--- src/rtl/uart_fifo_pkg.sv ---
// Shared definitions for the UART transmit FIFO.
// Holds the default bus address of the FIFO data register, the pointer/level
// width helper and the status bundle typedef used inside the top module.
package uart_fifo_pkg;

    // Default bus address that selects the FIFO data register.
    localparam logic [15:0] FIFO_ADDR_DEFAULT = 16'h0000;

    // Pointer and level width: one extra bit beyond the array index so that
    // full (level == DEPTH) and empty (level == 0) can both be represented.
    function automatic int ptr_width(input int depth);
        return $clog2(depth) + 1;
    endfunction

    // Status flags decoded from the registered occupancy.
    typedef struct packed {
        logic full;
        logic empty;
        logic almost_full;
        logic almost_empty;
        logic overflow;
    } fifo_status_t;

endpackage

--- src/rtl/uart_fifo_ram.sv ---
// DEPTH x DATA_W storage for the UART transmit FIFO.
// Ports:
//   clk   - system clock, write on rising edge
//   we    - write enable
//   waddr - write index
//   wdata - write data
//   raddr - read index (asynchronous read)
//   rdata - word stored at raddr
// The array is intentionally not reset; the FIFO never exposes unwritten
// entries because the output is gated by the empty flag.
module uart_fifo_ram #(
    parameter int DATA_W = 8,
    parameter int DEPTH  = 16,
    parameter int AW     = $clog2(DEPTH)
) (
    input  logic              clk,
    input  logic              we,
    input  logic [AW-1:0]     waddr,
    input  logic [DATA_W-1:0] wdata,
    input  logic [AW-1:0]     raddr,
    output logic [DATA_W-1:0] rdata
);

    logic [DATA_W-1:0] mem_r [DEPTH];

    // Synchronous write port.
    always_ff @(posedge clk) begin
        if (we) begin
            mem_r[waddr] <= wdata;
        end
    end

    assign rdata = mem_r[raddr];

endmodule

--- src/rtl/uart_tx_fifo_sync.sv ---
// Single-clock transmit FIFO between the bus write port and the UART TX
// serialiser.
// Ports:
//   clk, reset        - clock and asynchronous active-high reset
//   clr               - synchronous clear (empties FIFO, clears overflow)
//   address, fifo_en,
//   data_in           - address-decoded bus write
//   wr_full, rd_empty - occupancy extremes
//   tx_data, tx_valid,
//   tx_ready          - first-word-fall-through stream towards the serialiser
//   level             - current occupancy 0..DEPTH
//   almost_full/empty - threshold flags on level
//   overflow          - sticky: write attempted while full
// All status outputs decode registered state only, so there is no
// combinational path from the bus inputs to any output.
module uart_tx_fifo_sync
    import uart_fifo_pkg::*;
#(
    parameter int                DATA_W    = 8,
    parameter int                DEPTH     = 16,
    parameter int                ADDR_W    = 16,
    parameter logic [ADDR_W-1:0] FIFO_ADDR = ADDR_W'(FIFO_ADDR_DEFAULT),
    parameter int                AF_LEVEL  = DEPTH - 2,
    parameter int                AE_LEVEL  = 2
) (
    input  logic                     clk,
    input  logic                     reset,
    input  logic                     clr,
    input  logic [ADDR_W-1:0]        address,
    input  logic                     fifo_en,
    input  logic [DATA_W-1:0]        data_in,
    output logic                     wr_full,
    output logic                     rd_empty,
    output logic [DATA_W-1:0]        tx_data,
    output logic                     tx_valid,
    input  logic                     tx_ready,
    output logic [$clog2(DEPTH):0]   level,
    output logic                     almost_full,
    output logic                     almost_empty,
    output logic                     overflow
);

    localparam int AW = $clog2(DEPTH);
    localparam int PW = ptr_width(DEPTH);

    localparam logic [PW-1:0] DEPTH_LVL = PW'(DEPTH);
    localparam logic [PW-1:0] AF_LVL    = PW'(AF_LEVEL);
    localparam logic [PW-1:0] AE_LVL    = PW'(AE_LEVEL);
    localparam logic [PW-1:0] ONE_LVL   = PW'(1);

    logic [PW-1:0]     wr_ptr_r;
    logic [PW-1:0]     rd_ptr_r;
    logic [PW-1:0]     level_r;
    logic              overflow_r;

    logic              wr_req_s;
    logic              wr_acc_s;
    logic              pop_s;
    logic              ram_we_s;
    logic [DATA_W-1:0] ram_rdata_s;
    fifo_status_t      status_s;

    // Status bundle decoded from registered occupancy and the sticky flag.
    always_comb begin
        status_s.full         = (level_r == DEPTH_LVL);
        status_s.empty        = (level_r == {PW{1'b0}});
        status_s.almost_full  = (level_r >= AF_LVL);
        status_s.almost_empty = (level_r <= AE_LVL);
        status_s.overflow     = overflow_r;
    end

    // A full FIFO rejects the write even if a pop frees a slot this cycle.
    // A pop needs a valid head, so tx_ready on an empty FIFO is ignored.
    always_comb begin
        wr_req_s = fifo_en && (address == FIFO_ADDR);
        wr_acc_s = wr_req_s && !status_s.full;
        pop_s    = !status_s.empty && tx_ready;
        ram_we_s = wr_acc_s && !clr;
    end

    uart_fifo_ram #(
        .DATA_W (DATA_W),
        .DEPTH  (DEPTH),
        .AW     (AW)
    ) u_ram (
        .clk   (clk),
        .we    (ram_we_s),
        .waddr (wr_ptr_r[AW-1:0]),
        .wdata (data_in),
        .raddr (rd_ptr_r[AW-1:0]),
        .rdata (ram_rdata_s)
    );

    // Pointer, occupancy and sticky overflow registers; clr outranks traffic.
    always_ff @(posedge clk or posedge reset) begin
        if (reset) begin
            wr_ptr_r   <= {PW{1'b0}};
            rd_ptr_r   <= {PW{1'b0}};
            level_r    <= {PW{1'b0}};
            overflow_r <= 1'b0;
        end else if (clr) begin
            wr_ptr_r   <= {PW{1'b0}};
            rd_ptr_r   <= {PW{1'b0}};
            level_r    <= {PW{1'b0}};
            overflow_r <= 1'b0;
        end else begin
            if (wr_acc_s) begin
                wr_ptr_r <= wr_ptr_r + ONE_LVL;
            end
            if (pop_s) begin
                rd_ptr_r <= rd_ptr_r + ONE_LVL;
            end
            if (wr_req_s && status_s.full) begin
                overflow_r <= 1'b1;
            end
            case ({wr_acc_s, pop_s})
                2'b10:   level_r <= level_r + ONE_LVL;
                2'b01:   level_r <= level_r - ONE_LVL;
                default: level_r <= level_r;
            endcase
        end
    end

    // Output decode; the head word is forced to zero while empty so that
    // never-written storage cannot leak X onto tx_data.
    always_comb begin
        wr_full      = status_s.full;
        rd_empty     = status_s.empty;
        tx_valid     = !status_s.empty;
        almost_full  = status_s.almost_full;
        almost_empty = status_s.almost_empty;
        overflow     = status_s.overflow;
        level        = level_r;
        if (status_s.empty) begin
            tx_data = {DATA_W{1'b0}};
        end else begin
            tx_data = ram_rdata_s;
        end
    end

endmodule
--- config.mk ---
export PLATFORM = sky130hd
export DESIGN_NAME = uart_tx_fifo_sync
export DESIGN_NICKNAME = d
export VERILOG_FILES = /design/src/rtl/uart_fifo_pkg.sv /design/src/rtl/uart_fifo_ram.sv /design/src/rtl/uart_tx_fifo_sync.sv
export SDC_FILE = /design/constraint.sdc
export NUM_CORES = 1
export LEC_CHECK = 0
export ABC_AREA = 1
export CAP_MARGIN = 30
export CORE_MARGIN = 2
export CORE_UTILIZATION = 51
export DETAILED_ROUTE_END_ITERATION = 10
export PLACE_DENSITY = 0.78
export SETUP_SLACK_MARGIN = 0.3
export SYNTH_ARGS = -nofsm -noshare
export SYNTH_HDL_FRONTEND = slang
export SYNTH_SLANG_ARGS = --single-unit
export TNS_END_PERCENT = 10
--- constraint.sdc ---
create_clock -name clk -period 2.6 [get_ports clk]
set_input_delay 0.65 -clock clk [delete_from_list [all_inputs] [get_ports clk]]
set_output_delay 0.65 -clock clk [all_outputs]
set_load 0.02 [all_outputs]
## Word-level counts from Yosys, hierarchy flattened

Memory sizes are Yosys's and may differ from the RTL's.
Index checks and enable logic that the tools add are counted.
Widths: inputs -> output; s select.

| storage, ports and cells | value |
|---|---|
| flip-flop bits (word level) | 16 |
| bits in writable memories | 128 |
| output and inout port bits | 19 |
| word-level logic and storage cells | 39 |
| memories kept | 1 |

Memory list:

| name | depth | bits a word | rd ports | clocked after Yosys merged registers in | write ports | RTL line | text |
|---|---|---|---|---|---|---|---|
| u_ram.mem_r | 16 | 8 | 1 | 0 | 1 | uart_fifo_ram.sv:24 | `logic [DATA_W-1:0] mem_r [DEPTH];` |

| cells by class | value |
|---|---|
| add/subtract/negate cells | 4 |
| $lt $le $gt $ge | 2 |
| equal/unequal tests | 3 |
| multiplexer cells | 11 |
| reduce and logical (&&, ||, !) cells | 14 |

Operators with widths:

| operator | number |
|---|---|
| $mux 5 | 5 |
| $logic_not 16->1 | 1 |
| $add 5x1->5 const B | 3 |
| $pmux 5 s2 | 1 |
| $mux 8 | 1 |
| $reduce_bool 2->1 | 3 |
| $eq 5x5->1 const B | 1 |
| $ge 5x4->1 const B | 1 |
| $le 5x2->1 const B | 1 |
| $logic_and 1x1->1 | 5 |
| $logic_not 5->1 | 1 |
| $sub 5x1->5 const B | 1 |
| $mux 1 | 4 |
| $logic_not 1->1 | 3 |
| $reduce_bool 3->1 | 1 |
| $eq 2x1->1 const B | 1 |
| $eq 2x2->1 const B | 1 |

## Longest topological paths before layout

| depth | value |
|---|---|
| depth after elaboration | 6 |
| depth in mapped cells | 16 |
| mapped depth without buffers | 16 |

## Hierarchy

From an unflattened synthesis, not the netlist that was laid out.

| second synthesis, totals | value |
|---|---|
| cell total of the unflattened synthesis | 686 |
| area total of the unflattened synthesis | 6,693.9 um2 |

Modules (own cells, without submodules):

| module | instances | cells each | area an instance (um2) | seq. area each (um2) |
|---|---|---|---|---|
| uart_fifo_ram | 1 | 543 | 5,606.6 | 3,843.7 |
| uart_tx_fifo_sync | 1 | 143 | 1,087.3 | 350.3 |

## Least setup slack after synthesis

Ideal clock, no wire load.

| timing | value |
|---|---|
| kind | flip-flop to output port |
| start point | register level_r[4] (netlist: level[4]) |
| end point | output port tx_data[0] |
| data arrival time | 1,724 ps |
| required time | 1,950 ps |
| slack | 226 ps |
| cell stages (with the launch flop) | 5 |
| path through | dfrtp_1 inv_1 nand3_2 clkinv_1 a211oi_1 |

| on the way | value |
|---|---|
| cells in the longest elaborated chain, start to end | 2 |

RTL lines:

| what | RTL line | text |
|---|---|---|
| start: declaration | uart_tx_fifo_sync.sv:53 | `logic [PW-1:0] level_r;` |
| start signal: assignment | uart_tx_fifo_sync.sv:99 | `level_r <= {PW{1'b0}};` |
| start signal: assignment | uart_tx_fifo_sync.sv:104 | `level_r <= {PW{1'b0}};` |
| start signal: assignment | uart_tx_fifo_sync.sv:117 | `2'b10: level_r <= level_r + ONE_LVL;` |
| $logic_not 5->1 | uart_tx_fifo_sync.sv:66 | `status_s.empty = (level_r == {PW{1'b0}});` |
| named net rd_empty | uart_tx_fifo_sync.sv:33 | `output logic rd_empty,` |
| $mux 8 | uart_tx_fifo_sync.sv:134 | `if (status_s.empty) begin` |
| end: declaration | uart_tx_fifo_sync.sv:34 | `output logic [DATA_W-1:0] tx_data,` |

The timed path passes the listed nets, and every way through them passes these cells.

## Final worst setup path

| timing | value |
|---|---|
| start point | register rd_ptr_r[0] |
| end point | output port tx_data[2] |

| on the way | value |
|---|---|
| cells in the longest elaborated chain, start to end | 2 |

RTL lines:

| what | RTL line | text |
|---|---|---|
| start: declaration | uart_tx_fifo_sync.sv:52 | `logic [PW-1:0] rd_ptr_r;` |
| start signal: assignment | uart_tx_fifo_sync.sv:98 | `rd_ptr_r <= {PW{1'b0}};` |
| start signal: assignment | uart_tx_fifo_sync.sv:103 | `rd_ptr_r <= {PW{1'b0}};` |
| start signal: assignment | uart_tx_fifo_sync.sv:111 | `rd_ptr_r <= rd_ptr_r + ONE_LVL;` |
| $mem_v2 16x8 | n/a |  |
| $mux 8 | uart_tx_fifo_sync.sv:134 |  |

No other way between the ends.

==> impl.org <==
** Timing
- For the pin with the worst max-slew slack, the measured transition is 739 ps.
- Slew Viols, Final :: 0
- For the finished layout, the period the worst path requires is around 2600 ps.
- The final critical path takes up 100% of the cycle.
- Setup slack on the critical path of the routed design comes to -9.25 ps.
- Setup repair after global routing missed its margin :: true
- For the final database, setup skew stands at 6.30 ps.
- Timing would allow up to approximately 380 MHz.
- The final hold violation count is 0.
- The worst pin sits at a relative slew slack of approximately 51%.
- Setup violations remaining at the end of the flow were counted as 2.

** Setup path
- For the worst flop-to-flop path, the logic depth is 15.
- The worst setup path is launched from a register.
- Counting both buffers and inverters, the worst setup path holds a total of 3.
- The signal on the critical path passes through buf_6 -> buf_12 -> mux2i_1 -> o221ai_1 -> a21oi_1 -> a211oi_2 -> buf_4.
- In this run the worst setup path begins at rd_ptr_r[0].
- The slowest stage of the critical path is the dfrtp_2 cell.
- The critical path runs through a total of 7 cells.
- Setup Crit Path Kind :: register to output pin
- The critical path ends at tx_data[2].
- Data on the critical path is required at its endpoint by between 1500 and 2000 ps.
- For this run, the slowest stage of the critical path takes 440 ps.
- For flop-to-flop paths, the worst setup slack is 480 ps.
- STA classifies the critical path endpoint as an output pin.
- For the worst setup path, the data arrival time is 1960 ps.
- Largest fanout on the critical path :: 7
- Endpoint of the most critical register-to-register path :: level[4]
- In this run the critical register-to-register path is launched from level[0].
- Grouping stages by cell kind, the critical path spends the most delay in compound AO/OA/AOI/OAI gates.

** Clock network
- CTS root buf :: clkbuf_16
- Hold buffer count at CTS :: 0
- Post-CTS timing repair inserted 0 buffers for setup.
- The H-tree generated during clock tree synthesis spans 4 levels.
- Number of buffers created by CTS :: 17
- Insertion delay of the later-clocked pin in the worst-skew pair :: roughly 420 ps
- Max clock buf depth :: 2
- The tree built by TritonCTS fans out to about 140 sinks.
- After clock tree synthesis, the clock-pin slew on the worst setup and hold paths is ~60 ps.
- Clock tree from TritonCTS :: yes

** Layout
- Count of antenna diodes in the layout :: 0
- Compared with the post-synthesis result, the final layout area differs by 29.0%.
- In the final design database the tool counted between 600 and 700 nets.
- Summing all non-filler instances in the final layout gives an area of 0.00780 mm2.
- The post-route netlist has roughly a quarter of its cells at a drive strength greater than 1.

** Floorplanning
- Number of rows created at floorplan :: 39
- X dimension of the die :: ~110 um
- The die is ~110 um tall.
- Total die area :: approximately 0.013 mm2
- The total area inside the core boundary comes to around 0.012 mm2.
- For this design the top-level I/O count stands at 48.
- Initial cell density of the core :: ~52%

** GRT
- Leftover overflow at the end of global routing :: 0
- Global-route usage over all layers :: 23.4%
- The number of antenna violations at the first check in global routing was 0.
- The first global-routing pass estimated ~23 mm of wire.
- Entering global routing, the biggest net connects 20 pins.
- Via count of the first global-routing pass :: between 4000 and 5000

** Synthesis
- After synthesis, the largest area contributor takes up 63.6% of total cell area.
- In the synthesized netlist the dominant register cell turns out to be edfxtp_1.
- Top cells by area in the synthesized netlist :: edfxtp_1 64%, dfrtp_1 5.8%, nand2_1 4.3%
- Fraction of registers with async set or reset after synthesis :: 9.86%
- Dominant cell by count in the synthesized netlist :: edfxtp_1
- Yosys top cell by area :: edfxtp_1
- EDFF count, synth :: between 100 and 150
- After synthesis, the netlist uses 35 different library cells.
- Yosys printed 0 warnings.
- Mean instance size in the synthesized netlist :: around 12 um2
- Cells after synthesis :: 494
- Area of the mapped netlist :: a little over 0.006 mm2
- The commonest cells after synthesis are 128 x edfxtp_1, 69 x nand2_1, 63 x nor2_1.
- The number of nets handed over by synthesis was 530.
- For this run, the register share of the synthesized area comes to a little over two thirds.
- Flip-flop and latch count after synthesis :: around 140

** Pwr
- VDD sags by at most roughly 0.00053 V.
- The analysis attributes to cell leakage a power of roughly 2.8 nW.
- For this design the ratio of total power to cell area is 642 mW/mm2.
- Power comes to around 5 mW.

** Placed design
- Post-placement worst setup slack :: -193 ps
- After legalization and detailed placement, the total HPWL measured 9.46 mm.
- IO buf count :: 47
- Cell area after placement :: between 0.007 and 0.008 mm2
- Final weighted congestion of routability-driven global placement :: a little under 0.9

** Detailed routing
- DR vias/cell :: 5.77
- Total via count in the routed design :: 4331
- Number of DRC violations after detailed routing :: 1
- The final layout contains routed wiring with a total length of between 10 and 15 mm.
- Dividing the detail-routed wire length by the instance count gives 19.0 um.
- DRT antenna net count :: 0
- The detailed router finished its first iteration with 493 violations.
- The pre-antenna-repair detailed-routing pass consisted of 8 iterations.

** Run status
- The flow ran to the end, but the final reports show violations.
- Violations in the final reports :: design-rule violations, negative setup slack

** Hold path
- The path class of the tightest hold or removal check is register to register.

** Job
- Max-cap violations in this run came to 0.
-- worst min-delay path, delay by kind of cell, from the launching register on --
kind / cells / cell delay [ps]
and+or+nand+nor: 1 / 90
AOI/OAI and AO/OA: 1 / 50
DFF: 1 / 360
-- state kept, by name (all words and copies together), names as in the netlist --
| name | cells |
|---|---|
| rd_ptr_r | 4 |
| wr_ptr_r | 4 |
| u_ram.mem_r | 128 |
| level | 5 |
| overflow | 1 |
-- final cells by class --
class / instances / area, um2
clock buffer: 19 / 433
fill: 763 / 3720
sequential: 142 / 4200
multi-input combinational: 307 / 1780
clock inverter: 13 / 164
inverter: 26 / 111
tap: 143 / 179
timing repair buffer: 101 / 937
-- logic make-up (layout without fill, tap and decap cells) --
group	after synthesis	count (layout)	synth area share (%)
buffers and inverters	45	159	3.10
multiplexers	16	16	2.65
XOR/XNOR	1	1	0.145
AND/OR/NAND/NOR	178	178	13.2
AO/OA/AOI/OAI	105	105	10.1
adder cells (fa/ha/maj)	7	7	1.45
flip-flops	142	142	69.4
-- power breakdown --
| part | internal [mW] | switching (mW) |
|---|---|---|
| sequential | 2.49 | 0.00000359 |
| clock | 1.51 | 0.912 |
| combinational | 0.0430 | 0.0519 |
-- cells in the final DEF, fill, tap and decap left out, drive strengths merged, types with 16 or more instances in the layout --
cell,instances
nand2,76
mux2i,16
edfxtp,128
o21ai,41
o22ai,16
buf,62
nor2,68
clkdlybuf4s50,34
nand3,19
clkbuf,21
a21oi,28
inv,24
-- worst min path at each step --
stage	endpoint	slack [ps]	startpoint	cells after the start
2_1_floorplan	wr_ptr_r[1]	510	wr_ptr_r[1]	2
3_3_place_gp	overflow	490	overflow	2
3_5_place_dp	overflow	500	overflow	2
4_1_cts	overflow	530	overflow	2
5_1_grt	overflow	570	overflow	2
6_report	overflow	540	overflow	2
-- metrics by stage --
step	std cells	TNS, ps	utilization (%)	hold WS [ps]
floorplan	494	0	-	513
global placement	717	-770	61.1	493
detailed placement	717	-1890	61.1	501
CTS	749	-245	66.6	530
global route	751	-459	67.7	567
finish	751	-15.1	67.7	536
-- layer usage --
| layer | up-vias | global-route usage, % | share of wire, % |
|---|---|---|---|
| li1 | 1997 | - | - |
| met1 | 2102 | 30.1 | 40 |
| met4 | 0 | 8.05 | 1.7 |
| met5 | - | 0 | 0 |
| met3 | 26 | 5.78 | 7.0 |
| met2 | 206 | 39.3 | 52 |
-- what timing repair did --
| item | CTS | global route |
|---|---|---|
| gates cloned | 0 | 2 |
| setup endpoints to repair | 13 | 27 |
| endpoints found under the hold margin | 0 | 0 |
| gates resized for setup | 72 | 25 |
| pin swaps | 0 | 16 |
(Power assumes the default switching activity.)
